<file path="src/rtl/button_event.sv">
// Button event classifier: turns a debounced button level into press, release,
// long-press and auto-repeat pulses, and counts presses plus repeats for display.
module button_event #(
  parameter int LONG_TICKS   = 1024,
  parameter int REPEAT_TICKS = 256
) (
  input  logic       clk_1024,
  input  logic       reset_n,
  input  logic       prell_flag,
  input  logic       event_en,
  input  logic       count_clr,
  output logic       press_pulse,
  output logic       release_pulse,
  output logic       long_pulse,
  output logic       repeat_pulse,
  output logic       long_active,
  output logic [7:0] press_count
);

  typedef enum logic [1:0] {
    IDLE,
    PRESSED,
    LONG
  } state_e;

  // hold_cnt restarts at 0 on each deadline, so a deadline is reached one tick before the target
  localparam logic [10:0] LongLast   = 11'(LONG_TICKS - 1);
  localparam logic [10:0] RepeatLast = 11'(REPEAT_TICKS - 1);

  state_e      state_q, state_d;
  logic [10:0] hold_cnt_q, hold_cnt_d;
  logic        prev_flag_q;
  logic        press_q, press_d;
  logic        release_q, release_d;
  logic        long_q, long_d;
  logic        repeat_q, repeat_d;
  logic        long_active_q, long_active_d;
  logic [7:0]  count_q, count_d;

  always_comb begin
    state_d    = state_q;
    hold_cnt_d = hold_cnt_q;
    press_d    = 1'b0;
    release_d  = 1'b0;
    long_d     = 1'b0;
    repeat_d   = 1'b0;

    if (!event_en) begin
      state_d    = IDLE;
      hold_cnt_d = '0;
    end else begin
      case (state_q)
        IDLE: begin
          if (prell_flag && !prev_flag_q) begin
            press_d    = 1'b1;
            hold_cnt_d = '0;
            state_d    = PRESSED;
          end
        end
        PRESSED: begin
          if (!prell_flag) begin
            release_d  = 1'b1;
            hold_cnt_d = '0;
            state_d    = IDLE;
          end else if (hold_cnt_q == LongLast) begin
            long_d     = 1'b1;
            hold_cnt_d = '0;
            state_d    = LONG;
          end else begin
            hold_cnt_d = hold_cnt_q + 11'd1;
          end
        end
        LONG: begin
          if (!prell_flag) begin
            release_d  = 1'b1;
            hold_cnt_d = '0;
            state_d    = IDLE;
          end else if (hold_cnt_q == RepeatLast) begin
            repeat_d   = 1'b1;
            hold_cnt_d = '0;
          end else begin
            hold_cnt_d = hold_cnt_q + 11'd1;
          end
        end
        default: begin
          state_d    = IDLE;
          hold_cnt_d = '0;
        end
      endcase
    end

    long_active_d = (state_d == LONG);

    // Clear beats increment, so a clear on a press edge leaves the count at zero
    if (count_clr) begin
      count_d = '0;
    end else if (press_d || repeat_d) begin
      count_d = count_q + 8'd1;
    end else begin
      count_d = count_q;
    end
  end

  always_ff @(posedge clk_1024) begin
    if (!reset_n) begin
      state_q       <= IDLE;
      hold_cnt_q    <= '0;
      prev_flag_q   <= 1'b0;
      press_q       <= 1'b0;
      release_q     <= 1'b0;
      long_q        <= 1'b0;
      repeat_q      <= 1'b0;
      long_active_q <= 1'b0;
      count_q       <= '0;
    end else begin
      state_q       <= state_d;
      hold_cnt_q    <= hold_cnt_d;
      prev_flag_q   <= prell_flag;
      press_q       <= press_d;
      release_q     <= release_d;
      long_q        <= long_d;
      repeat_q      <= repeat_d;
      long_active_q <= long_active_d;
      count_q       <= count_d;
    end
  end

  assign press_pulse   = press_q;
  assign release_pulse = release_q;
  assign long_pulse    = long_q;
  assign repeat_pulse  = repeat_q;
  assign long_active   = long_active_q;
  assign press_count   = count_q;

endmodule

</file>
<file path="config.mk">
export PLATFORM = sky130hd
export DESIGN_NAME = button_event
export DESIGN_NICKNAME = d
export VERILOG_FILES = /design/src/rtl/button_event.sv
export SDC_FILE = /design/constraint.sdc
export NUM_CORES = 1
export LEC_CHECK = 0
export BUFFER_PORTS_ARGS = -buffer_cell sky130_fd_sc_hd__buf_2
export CORE_UTILIZATION = 51
export DETAILED_ROUTE_END_ITERATION = 8
export PLACE_DENSITY = 0.75
export SETUP_SLACK_MARGIN = 0.5
export SYNTH_ARGS = -nofsm -noshare
export SYNTH_HDL_FRONTEND = slang
export SYNTH_SLANG_ARGS = --single-unit
</file>
<file path="constraint.sdc">
create_clock -name clk_1024 -period 1.9 [get_ports clk_1024]
set_clock_uncertainty 0.05 [all_clocks]
set_input_delay 0.095 -clock clk_1024 [delete_from_list [all_inputs] [get_ports clk_1024]]
set_output_delay 0.095 -clock clk_1024 [all_outputs]
set_load 0.01 [all_outputs]
</file>
# --- Word level (Yosys, flattened, before mapping) ---
# Index checks and enable logic that the tools add are counted.
word_totals:
  regBits: 27
  latchBits: 0
  mem_bits_rw: 0
  mem_bits_ro: 0
  output_inout_bits: 13
  wordCells: 48
  mem_count: 0
op_classes:
  n_addsub: 2
  multipliers: 0
  div_mod_pow: 0
  order_cmp: 0
  eq_ne: 6
  shifts: 0
  mux: 21
  bitwise: 1
  n_reduce_logical: 9
ops:
  columns: ["op", "count"]
  rows:
  - ["11-bit 2-to-1 mux", 5]
  - ["11-bit one-hot mux with 3 select lines", 1]
  - ["11-bit by 1-bit adder with 11-bit output (second input constant)", 1]
  - ["11-bit by 10-bit == test with 1-bit output (second input constant)", 1]
  - ["11-bit by 8-bit == test with 1-bit output (second input constant)", 1]
  - ["2-bit 2-to-1 mux", 5]
  - ["1-bit 2-to-1 mux", 9]
  - ["8-bit by 1-bit adder with 8-bit output (second input constant)", 1]
  - ["2-bit one-hot mux with 3 select lines", 1]
  - ["2-bit == test (second input constant)", 2]
  - ["4-bit AND reduction", 1]
  - ["2-bit OR reduction", 2]
  - ["3-bit AND reduction", 1]
  - ["2-bit by 1-bit == test with 1-bit output (second input constant)", 1]
  - ["2-bit logical NOT", 1]
  - ["2-bit != test (second input constant)", 1]
  - ["2-bit AND reduction", 1]
  - ["1-bit logical AND", 1]
  - ["1-bit logical NOT", 1]
  - ["1-bit logical OR", 1]
  - ["1-bit inverter", 1]

# --- Depth between registers and ports, before layout ---
# Gate-level depths: netlist (run 1).
depth:
  word_depth: 6
  mapped_depth: 7
  ltp_nobuf: 6

# --- Least setup slack after synthesis (run 1) ---
# OpenSTA, ideal clock, no wires.
synth_path:
  kind: "reg2reg"
  start: "register hold_cnt_q[0]"
  end: "register count_q[7], in the netlist press_count[7]"
  arrival_time_ps: 1640
  required_ps: 1780
  setup_slack_ps: 140
  path_stages_with_launch: 7
  path_buffers: 1
  period_less_slack_ps: 1760
  path_cell_list: "dfxtp_1 > ha_1 > and4b_1 > buf_4 > a41oi_4 > or4_1 > a21oi_1"
synth_via:
  elab_chain_cells: 6
synth_lines:
  columns: ["element", "line", "text"]
  rows:
  - ["from (decl)", "31", "logic [10:0] hold_cnt_q, hold_cnt_d;"]
  - ["from (signal assigned)", "117", "hold_cnt_q <= hold_cnt_d;"]
  - ["11-bit by 8-bit == test with 1-bit output", "78", "end else if (hold_cnt_q == RepeatLast) begin"]
  - ["1-bit 2-to-1 mux", "78", null]
  - ["1-bit 2-to-1 mux", "74", "if (!prell_flag) begin"]
  - ["1-bit 2-to-1 mux", "52", "case (state_q)"]
  - ["1-bit 2-to-1 mux", "48", "if (!event_en) begin"]
  - ["1-bit logical OR", "97", "end else if (press_d || repeat_d) begin"]
  - ["to (signal assigned)", "124", "count_q <= count_d;"]
  - ["to (decl)", "38", "logic [7:0] count_q, count_d;"]
# No other way between the ends.
# A chain may end at the register's enable or synchronous reset.

# --- Worst setup path after layout (run 1) ---
layout_path:
  start: "register state_q[1]"
  end: "register hold_cnt_q[6]"
layout_via:
  elab_chain_cells: 2
  word_cells_on_any_way: 5
layout_lines:
  columns: ["element", "line", "text"]
  rows:
  - ["from (decl)", "30", "state_e state_q, state_d;"]
  - ["from (signal assigned)", "116", "state_q <= state_d;"]
  - ["2-bit == test (tied with other cells)", "52", null]
  - ["11-bit one-hot mux with 3 select lines / 2-bit != test (equally long branches)", null, null]
# Parallel ways exist; a longest one is shown, timed or not.

==> results of run 1 <==
-- final cells by class --
cell class                 instances  area share
sequential                        27       0.277
clock buffer                       3      0.0112
inverter                           6      0.0136
multi-input combinational        127       0.506
timing repair buffer              47       0.171
tap                               30      0.0186
clock inverter                     1     0.00248
-- worst max-delay path, cell delays in order (launching register included) --
cell and delay (ns):
dfxtp_4 0.42, inv_4 0.05, ha_4 0.26, o211ai_1 0.19, buf_4 0.20, or4_1 0.39, a21oi_1 0.16
-- worst paths after layout --
check	start	end	cells past startpoint
setup / recovery	state_q[1]	hold_cnt_q[6]	6
hold / removal	prell_flag	prev_flag_q	2
setup reg to reg	state_q[1]	hold_cnt_q[6]	6
hold reg to reg	press_count[7]	press_count[7]	2
-- through the flow --
stage	cells	hold WS [ns]	setup WS, ns	power [uW]	util
floorplan	169	0.172	0.275	633	-
global placement	211	0.333	0.170	650	0.621
detailed placement	211	0.346	0.133	651	0.621
CTS	238	0.0301	0.162	917	0.743
global route	241	0.0547	0.0576	955	0.787
finish	241	0.0398	0.0978	935	0.787
-- synthesized netlist by cell type (all sizes together) --
cell	number
nor2	5
nand2b	2
a31oi	13
nor3	8
a41oi	3
and3b	1
a2111oi	1
nand3	13
or4	2
clkbuf	3
a21oi	12
xor2	1
and2	6
nor2b	1
and3	2
ha	6
inv	6
o31ai	1
or3	5
and4b	2
or4b	1
nand3b	1
and4	1
nand2	13
o211ai	2
mux2i	1
and4bb	1
dfxtp	27
nand4	7
buf	7
a211oi	1
o2111ai	1
nand4b	2
nor3b	1
o2111a	1
o21ai	9
-- per-layer routing --
metal | GRT usage | up-vias | routed length (um)
li1 | - | 728 | -
met1 | 0.367 | 748 | 1840
met2 | 0.536 | 95 | 2350
met3 | 0.0355 | 17 | 314
met4 | 0.129 | 0 | 123
met5 | 0 | - | 0
-- state kept, by name, indices dropped and copies added, names as in the netlist --
name	flops
long_active	1
press_count	8
release_pulse	1
prev_flag_q	1
press_pulse	1
state_q	2
long_pulse	1
hold_cnt_q	11
repeat_pulse	1
-- repair_timing --
item,CTS,global route
resized for setup,28,17
hold buffers,2,0
pin swaps,15,7
hold endpoints to repair,3,0
cloned,2,0
buffers inserted,19,3
endpoints found under the setup margin,24,24
-- power by group --
| part | internal, uW | switching [uW] |
|---|---|---|
| clock network | 79.3 | 183 |
| logic | 41.3 | 62.4 |
| registers | 565 | 4.01 |
-- logic make-up (layout without fill, tap and decap cells) --
kind of cell | after synthesis | count (layout) | synth area share
AOI/OAI and AO/OA | 44 | 45 | 0.209
xor gates and xnor gates | 1 | 1 | 0.00607
adders and majority gates | 6 | 6 | 0.0520
buffers and inverters | 16 | 57 | 0.0555
DFF | 27 | 27 | 0.375
muxes | 1 | 1 | 0.00694
and+or+nand+nor | 74 | 74 | 0.296
==> metrics.md, run 1 <==
| Metric | Value |
|---|---|
| Status | `completed` |
| Die H | `approximately 55 um` |
| Min Tclk post-route | `between 1.5 and 2 ns` |
| Syn nets | `180` |
| DR WL/cell | `19.2 um` |
| ANT cells | `0` |
| Critical Path End Type | `flip-flop` |
| Global-route wire length before repair | `approximately 6500 um` |
| Post-route ant nets | `0` |
| Final period util | `0.949` |
| Area share of the leading cell type in the synthesized netlist | `0.375` |
| Final setup violation count | `0` |
| Sequential fraction of the synthesis area | `0.375` |
| GRT Overall Usage | `0.303` |
| Syn Area/Cell | `roughly 8.5 sq um` |
| Pwr Density | `approximately 460 nW/um^2` |
| Area post-placement | `1600 sq um` |
| Crit start category | `flip-flop` |
| Io pins | `18` |
| I/O Buffers | `17` |
| Multi-input logic area | `1020 sq um` |
| Filler Cell Count | `around 170` |
| GPL Wtd Cong | `around 0.84` |
| Seq cells post-synth | `27` |
| Post-synthesis cell type count | `42` |
| Fin area | `2020 sq um` |
| Skew-Pair Late Insertion Delay | `about 0.34 ns` |
| Nets | `between 200 and 250` |
| Reg clk slew, reported paths | `between 0.15 and 0.2 ns` |
| Initial Util | `0.562` |
| # Max-Cap Violations | `0` |
| RSZ-0062 raised after global routing | `yes` |
| Total gr overflow | `0` |
| Maximum vdd ir drop | `0.403 mV` |
| DRT Pass-1 Iters | `5` |
| Crit Path Max Fanout | `5` |
| DRT Wirelength | `between 4000 and 5000 um` |
| Worst-Margin Slew | `0.493 ns` |
| Reg-to-reg setup timing slack | `0.1 ns` |
| Die area | `about 3000 sq um` |
| Largest net degree at the start of global routing | `16` |
| CTS root buf | `clkbuf_4` |
| DRC viols | `0` |
| Cells after Synth | `approximately 170` |
| Yosys top cell by area | `dfxtp_1` |
| Fmax | `555 MHz` |
| DPL Wire Length | `between 2000 and 2500 um` |
| Vias in the first global route | `1,414` |
| CTS tree | `done` |
| Layout cells sized above 1 | `0.393` |
| Antenna violations before repair | `0` |
| Yosys warnings | `0` |
| Synth area leaders | `dfxtp_1, a31oi_1, ha_1, nand3_1, a21oi_1` |
| Clock sink total | `27` |
| Die W | `approximately 55 um` |
| Endpoints failing hold | `0` |
| Register cell area after layout | `around 560 sq um` |
| Initial drt markers | `74` |
| Crit path required time | `2.12 ns` |
| Setup TNS | `0 ns` |
| Worst path arrival time | `slightly above 2 ns` |
| Max transition margin | `0.669` |
| Max H-tree Level | `1` |
| Cell area after synthesis | `1440 sq um` |
| Area growth syn-to-layout | `40.0%` |
| CTS Buf Count | `3` |
| WS Path Type | `flip-flop to flip-flop` |
| CTS max path bufs | `2` |
| Min-delay worst type | `input port to flip-flop` |
| Via density | `approximately 6.6` |
| Most frequent cells in the layout | `dfxtp_1, buf_4, buf_2` |
| Core area | `2570 sq um` |
| Row Count | `18` |
| Final Max Slew Viols | `0` |
| Static leakage | `0.000710 uW` |
| Via count | `1,588` |
Note: power is estimated with default switching activity, not from simulation.
==> run 2: changes to the inputs <==
CORE_UTILIZATION = 30   (was 51)
PLACE_DENSITY = 0.5   (was 0.75)
==> run 2 against run 1 <==
  * Non-clock buffer count down 6
  * Routed wire length down 13%
  * Sequential share of layout area down 0.38 points
  * Cell area up 1.2%
  * Flip-flop and latch count unchanged
  * Critical path type unchanged
  * Critical endpoint is now hold_cnt_q[9]
==> metrics.md, run 2 (same netlist as run 1, synthesis figures left out) <==
| Metric | Value |
|---|---|
| Antenna violations before repair | `0` |
| Via count | `1,465` |
| Top reg by flops | `hold_cnt_q` |
| CTS root buf | `clkbuf_8` |
| Nets | `between 200 and 250` |
| Flop pwr share | `0.573` |
| DR WL/cell | `15.7 um` |
| NetSw | `242 uW` |
| Clock sink total | `27` |
| CTS Buf Count | `3` |
| Static leakage | `~0.00070 uW` |
| Area post-placement | `roughly 1600 sq um` |
| Critical Path End Type | `flip-flop` |
| Max transition margin | `0.700` |
| GRT Overall Usage | `0.166` |
| Status | `completed` |
| Layout cells sized above 1 | `0.405` |
| Share of power burned in combinational logic | `0.090` |
| Total gr overflow | `0` |
| Final period util | `0.899` |
| # Max-Cap Violations | `0` |
| Hold_ws | `roughly 0.044 ns` |
| Final Max Slew Viols | `0` |
| Die W | `~70 um` |
| Global-route wire length before repair | `between 6000 and 7000 um` |
| Hold buffers post-CTS | `0` |
| Vias in the first global route | `1,361` |
| Pwr Density | `484 nW/um^2` |
| Post-route ant nets | `0` |
| Initial Util | `0.322` |
| Area growth syn-to-layout | `41.6%` |
| Reg clk slew, reported paths | `0.09 ns` |
| Io pins | `18` |
| Max reg flops | `11` |
| DRT Pass-1 Iters | `4` |
| RSZ-0062 raised after global routing | `yes` |
| Endpoints failing hold | `0` |
| Skew-Pair Late Insertion Delay | `0.27 ns` |
| Worst path arrival time | `between 1.5 and 2 ns` |
| Crit Path Max Fanout | `3` |
| GPL Wtd Cong | `roughly 0.84` |
| I/O Buffers | `17` |
| Clock power share | `0.337` |
| WS Path Type | `flip-flop to flip-flop` |
| Die area | `5090 sq um` |
| Most frequent cells in the layout | `dfxtp_1, buf_2, buf_4` |
| CTS tree | `done` |
| Maximum vdd ir drop | `approximately 0.30 mV` |
| DPL Wire Length | `2550 um` |
| Largest net degree at the start of global routing | `15` |
| Fin area | `2040 sq um` |
| Row Count | `24` |
| Final setup violation count | `0` |
| Via density | `roughly 5.7` |
| Setup TNS | `0 ns` |
| Core area | `approximately 4500 sq um` |
| Switch share | `0.245` |
| Fmax | `585 MHz` |
| Internal power | `between 700 and 800 uW` |
| Crit path required time | `~2.1 ns` |
| CTS max path bufs | `2` |
| ANT cells | `0` |
| DRC viols | `0` |
| Min Tclk post-route | `1.71 ns` |
| Die H | `roughly 71 um` |
| Initial drt markers | `104` |
| Worst-Margin Slew | `approximately 0.45 ns` |
| Max H-tree Level | `1` |
| DRT Wirelength | `about 4000 um` |
| Crit start category | `flip-flop` |
| Min-delay worst type | `input port to flip-flop` |
| Most common cell after layout, fill and taps aside | `dfxtp_1` |
[run 2: cell types whose count changed in the layout (fill, tap and decap cells not counted), sizes merged]
cell         delta
dlygate4sd3     -2
clkbuf          +1
buf             -4
clkinv          -1
[run 2: worst max-delay path, cell delays in order (launching register included)]
cell	delay, ns
dfxtp_4	0.36
ha_4	0.16
and4b_2	0.28
buf_6	0.14
o211ai_4	0.08
or4b_1	0.45
a31oi_1	0.13
[run 2: metal layers]
metal / GRT usage / wire (um)
met2: 0.280 / 2070
met5: 0 / 0
met1: 0.225 / 1790
met4: 0.0400 / 38
met3: 0.0211 / 133
[run 2: final cells by class]
type / instances / area (sq um)
Clock buffer: 4 / 45.0
Fill cell: 440 / 2430
Inverter: 6 / 27.5
Multi-Input combinational cell: 127 / 1040
Sequential cell: 27 / 558
Tap cell: 52 / 65.1
Timing Repair Buffer: 41 / 308
[run 2: per-stage QoR]
stage | std cells | worst slack [ns] | util | total power (uW)
3_5_place_dp | 236 | 0.136 | 0.368 | 655
5_1_grt | 257 | 0.119 | 0.457 | 1030
2_1_floorplan | 169 | 0.275 | - | 633
4_1_cts | 255 | 0.206 | 0.434 | 996
6_report | 257 | 0.192 | 0.457 | 990
3_3_place_gp | 236 | 0.172 | 0.368 | 653
[run 2: path summary, 6_finish.rpt]
| check | start | cells past startpoint | endpoint | slack (ns) |
|---|---|---|---|---|
| setup / recovery | hold_cnt_q[1] | 6 | hold_cnt_q[9] | 0.19 |
| hold / removal | reset_n | 2 | prev_flag_q | 0.04 |
| setup reg to reg | hold_cnt_q[1] | 6 | hold_cnt_q[9] | 0.19 |
| hold reg to reg | press_count[7] | 2 | press_count[7] | 0.45 |
[run 2: power groups by stage]
stage / clock network, uW / registers [uW] / logic, uW
after global placement: 0 / 584 / 69.1
after floorplan: 0 / 585 / 48.3
final: 334 / 568 / 88.8
after CTS: 342 / 568 / 86.0
after detailed placement: 0 / 584 / 70.4
after global routing: 365 / 568 / 97.0
[run 2: timing repair]
item / CTS / global route
gates resized for setup: 34 / 17
setup endpoints to repair: 22 / 24
gates cloned: 2 / 0
pin swaps: 15 / 11
buffers inserted: 13 / 2
==> run 3: changes to the inputs <==
MAX_ROUTING_LAYER = met4   (was unset)
==> run 3 against run 2 <==
  * Critical path depth stayed put
  * Global-route usage is 0.57 points higher
  * Clock power hardly changed
  * Register-to-register slack hardly changed
  * Critical path type unchanged
==> metrics.md, run 3 (same netlist as run 1, synthesis figures left out) <==
| Metric | Value |
|---|---|
| CTS tree | `done` |
| Final setup violation count | `0` |
| Worst r2r src | `hold_cnt_q[1]` |
| Max H-tree Level | `1` |
| Global-route wire length before repair | `6750 um` |
| Io pins | `18` |
| Via count | `about 1,500` |
| Maximum vdd ir drop | `between 0.3 and 0.4 mV` |
| Initial drt markers | `90` |
| Crit start category | `flip-flop` |
| WS Path Type | `flip-flop to flip-flop` |
| Max incr delay on CP | `0.45 ns` |
| Status | `completed` |
| Fmax | `586 MHz` |
| Worst Hold Depth | `2` |
| CTS Buf Count | `3` |
| Final period util | `0.898` |
| GR Layer Usage met3 | `0.0211` |
| I/O Buffers | `17` |
| Max reg flops | `11` |
| Most common cell after layout, fill and taps aside | `dfxtp_1` |
| Endpoints failing hold | `0` |
| Vias in the first global route | `1,360` |
| DR WL/cell | `15.8 um` |
| ANT cells | `0` |
| Worst r2r path cells | `6` |
| Worst path arrival time | `1.87 ns` |
| CTS root buf | `clkbuf_8` |
| DPL Wire Length | `2550 um` |
| Worst hold start | `reset_n` |
| Most frequent cells in the layout | `dfxtp_1, buf_2, buf_4` |
| CTS max path bufs | `2` |
| Via density | `5.68` |
| Antenna violations before repair | `0` |
| Initial Util | `0.322` |
| GRT Overall Usage | `0.171` |
| DRC viols | `0` |
| Crit path cell chain | `ha_4 > and4b_2 > buf_6 > o211ai_4 > or4b_1 > a31oi_1` |
| M2 GR Usage | `0.279` |
| Clock sink total | `27` |
| Die area | `about 5000 sq um` |
| Post-route ant nets | `0` |
| Worst R2R End | `hold_cnt_q[9]` |
| Max transition margin | `0.698` |
| Worst-Margin Slew | `0.451 ns` |
| Largest net degree at the start of global routing | `15` |
| Filler Cell Count | `440` |
| Row Count | `24` |
| Nets | `217` |
| Pwr Density | `485 nW/um^2` |
| Min-delay worst type | `input port to flip-flop` |
| Crit Path Max Fanout | `3` |
| GPL Wtd Cong | `0.857` |
| Final Max Slew Viols | `0` |
| Critical-path top delay cell | `or4b_1` |
| Fin area | `2040 sq um` |
| Hold worst-path end | `prev_flag_q` |
| Total gr overflow | `0` |
| Die W | `71.3 um` |
| Area growth syn-to-layout | `41.6%` |
| Skew-Pair Late Insertion Delay | `0.27 ns` |
| Busiest grt layer | `met2` |
| Reg-to-reg setup timing slack | `roughly 0.19 ns` |
| Reg clk slew, reported paths | `0.09 ns` |
| Static leakage | `0.000698 uW` |
| DRT Pass-1 Iters | `4` |
| Top reg by flops | `hold_cnt_q` |
| # Max-Cap Violations | `0` |
| Core area | `~4500 sq um` |
| RSZ-0062 raised after global routing | `yes` |
| Min Tclk post-route | `1.71 ns` |
| Crit path required time | `2.06 ns` |
| Die H | `71.3 um` |
| GR Layer Usage met1 | `0.227` |
| Critical Path End Type | `flip-flop` |
| DRT Wirelength | `4070 um` |
| Setup TNS | `0 ns` |
| Area post-placement | `1650 sq um` |
| Layout cells sized above 1 | `0.405` |
## run 3: cell counts in the layout (fill, tap and decap cells not counted)
No cell type changed its count.
## run 3: cell type report
cell class	count	area [sq um]	share of cell area
Multi-Input combinational cell	127	1040	0.509
Inverter	6	27.5	0.0135
Timing Repair Buffer	41	308	0.151
Tap cell	52	65.1	0.0318
Sequential cell	27	558	0.273
Clock buffer	4	45.0	0.0220
## run 3: worst max-delay path by stage
stage | endpoint | slack, ns | from
after CTS | hold_cnt_q[9] | 0.21 | hold_cnt_q[1]
after floorplan | hold_cnt_q[9] | 0.28 | state_q[0]
after detailed placement | press_count[7] | 0.14 | state_q[0]
final | hold_cnt_q[9] | 0.19 | hold_cnt_q[1]
after global routing | press_count[7] | 0.12 | state_q[0]
after global placement | press_count[7] | 0.17 | hold_cnt_q[1]
## run 3: repair_timing
| action | 4_1_cts | 5_1_grt |
|---|---|---|
| gates cloned | 2 | 0 |
| endpoints found under the setup margin | 22 | 24 |
| gates resized for setup | 34 | 17 |
| hold buffers | 0 | 0 |
| pin swaps | 15 | 11 |
| buffers inserted | 13 | 2 |
## run 3: routing by layer
layer / part of all wire / vias up
met5: 0 / -
met4: 0.0093 / 0
met3: 0.027 / 5
met2: 0.50 / 34
met1: 0.46 / 706
li1: - / 715
## run 3: critical path: cells and delay by family (launching register included)
| family | cells | cell delay (ns) |
|---|---|---|
| flops | 1 | 0.36 |
| simple gates | 2 | 0.73 |
| fa+ha+maj | 1 | 0.16 |
| buf+inv | 1 | 0.14 |
| compound gates | 2 | 0.21 |
## run 3: stage by stage
| stage | total power [uW] | setup WS (ns) | cells | hold WS [ns] | utilization |
|---|---|---|---|---|---|
| 6_report | 991 | 0.194 | 257 | 0.0440 | 0.457 |
| 5_1_grt | 1030 | 0.119 | 257 | 0.0596 | 0.457 |
| 4_1_cts | 996 | 0.206 | 255 | 0.0481 | 0.434 |
| 3_5_place_dp | 655 | 0.136 | 236 | 0.335 | 0.368 |
| 3_3_place_gp | 653 | 0.172 | 236 | 0.326 | 0.368 |
| 2_1_floorplan | 633 | 0.275 | 169 | 0.172 | - |
## run 3: power by group
group	switching (uW)	leakage [uW]	internal (uW)
clock network	183	0.0000228	151
logic	56.6	0.000453	32.8
registers	3.20	0.000222	564
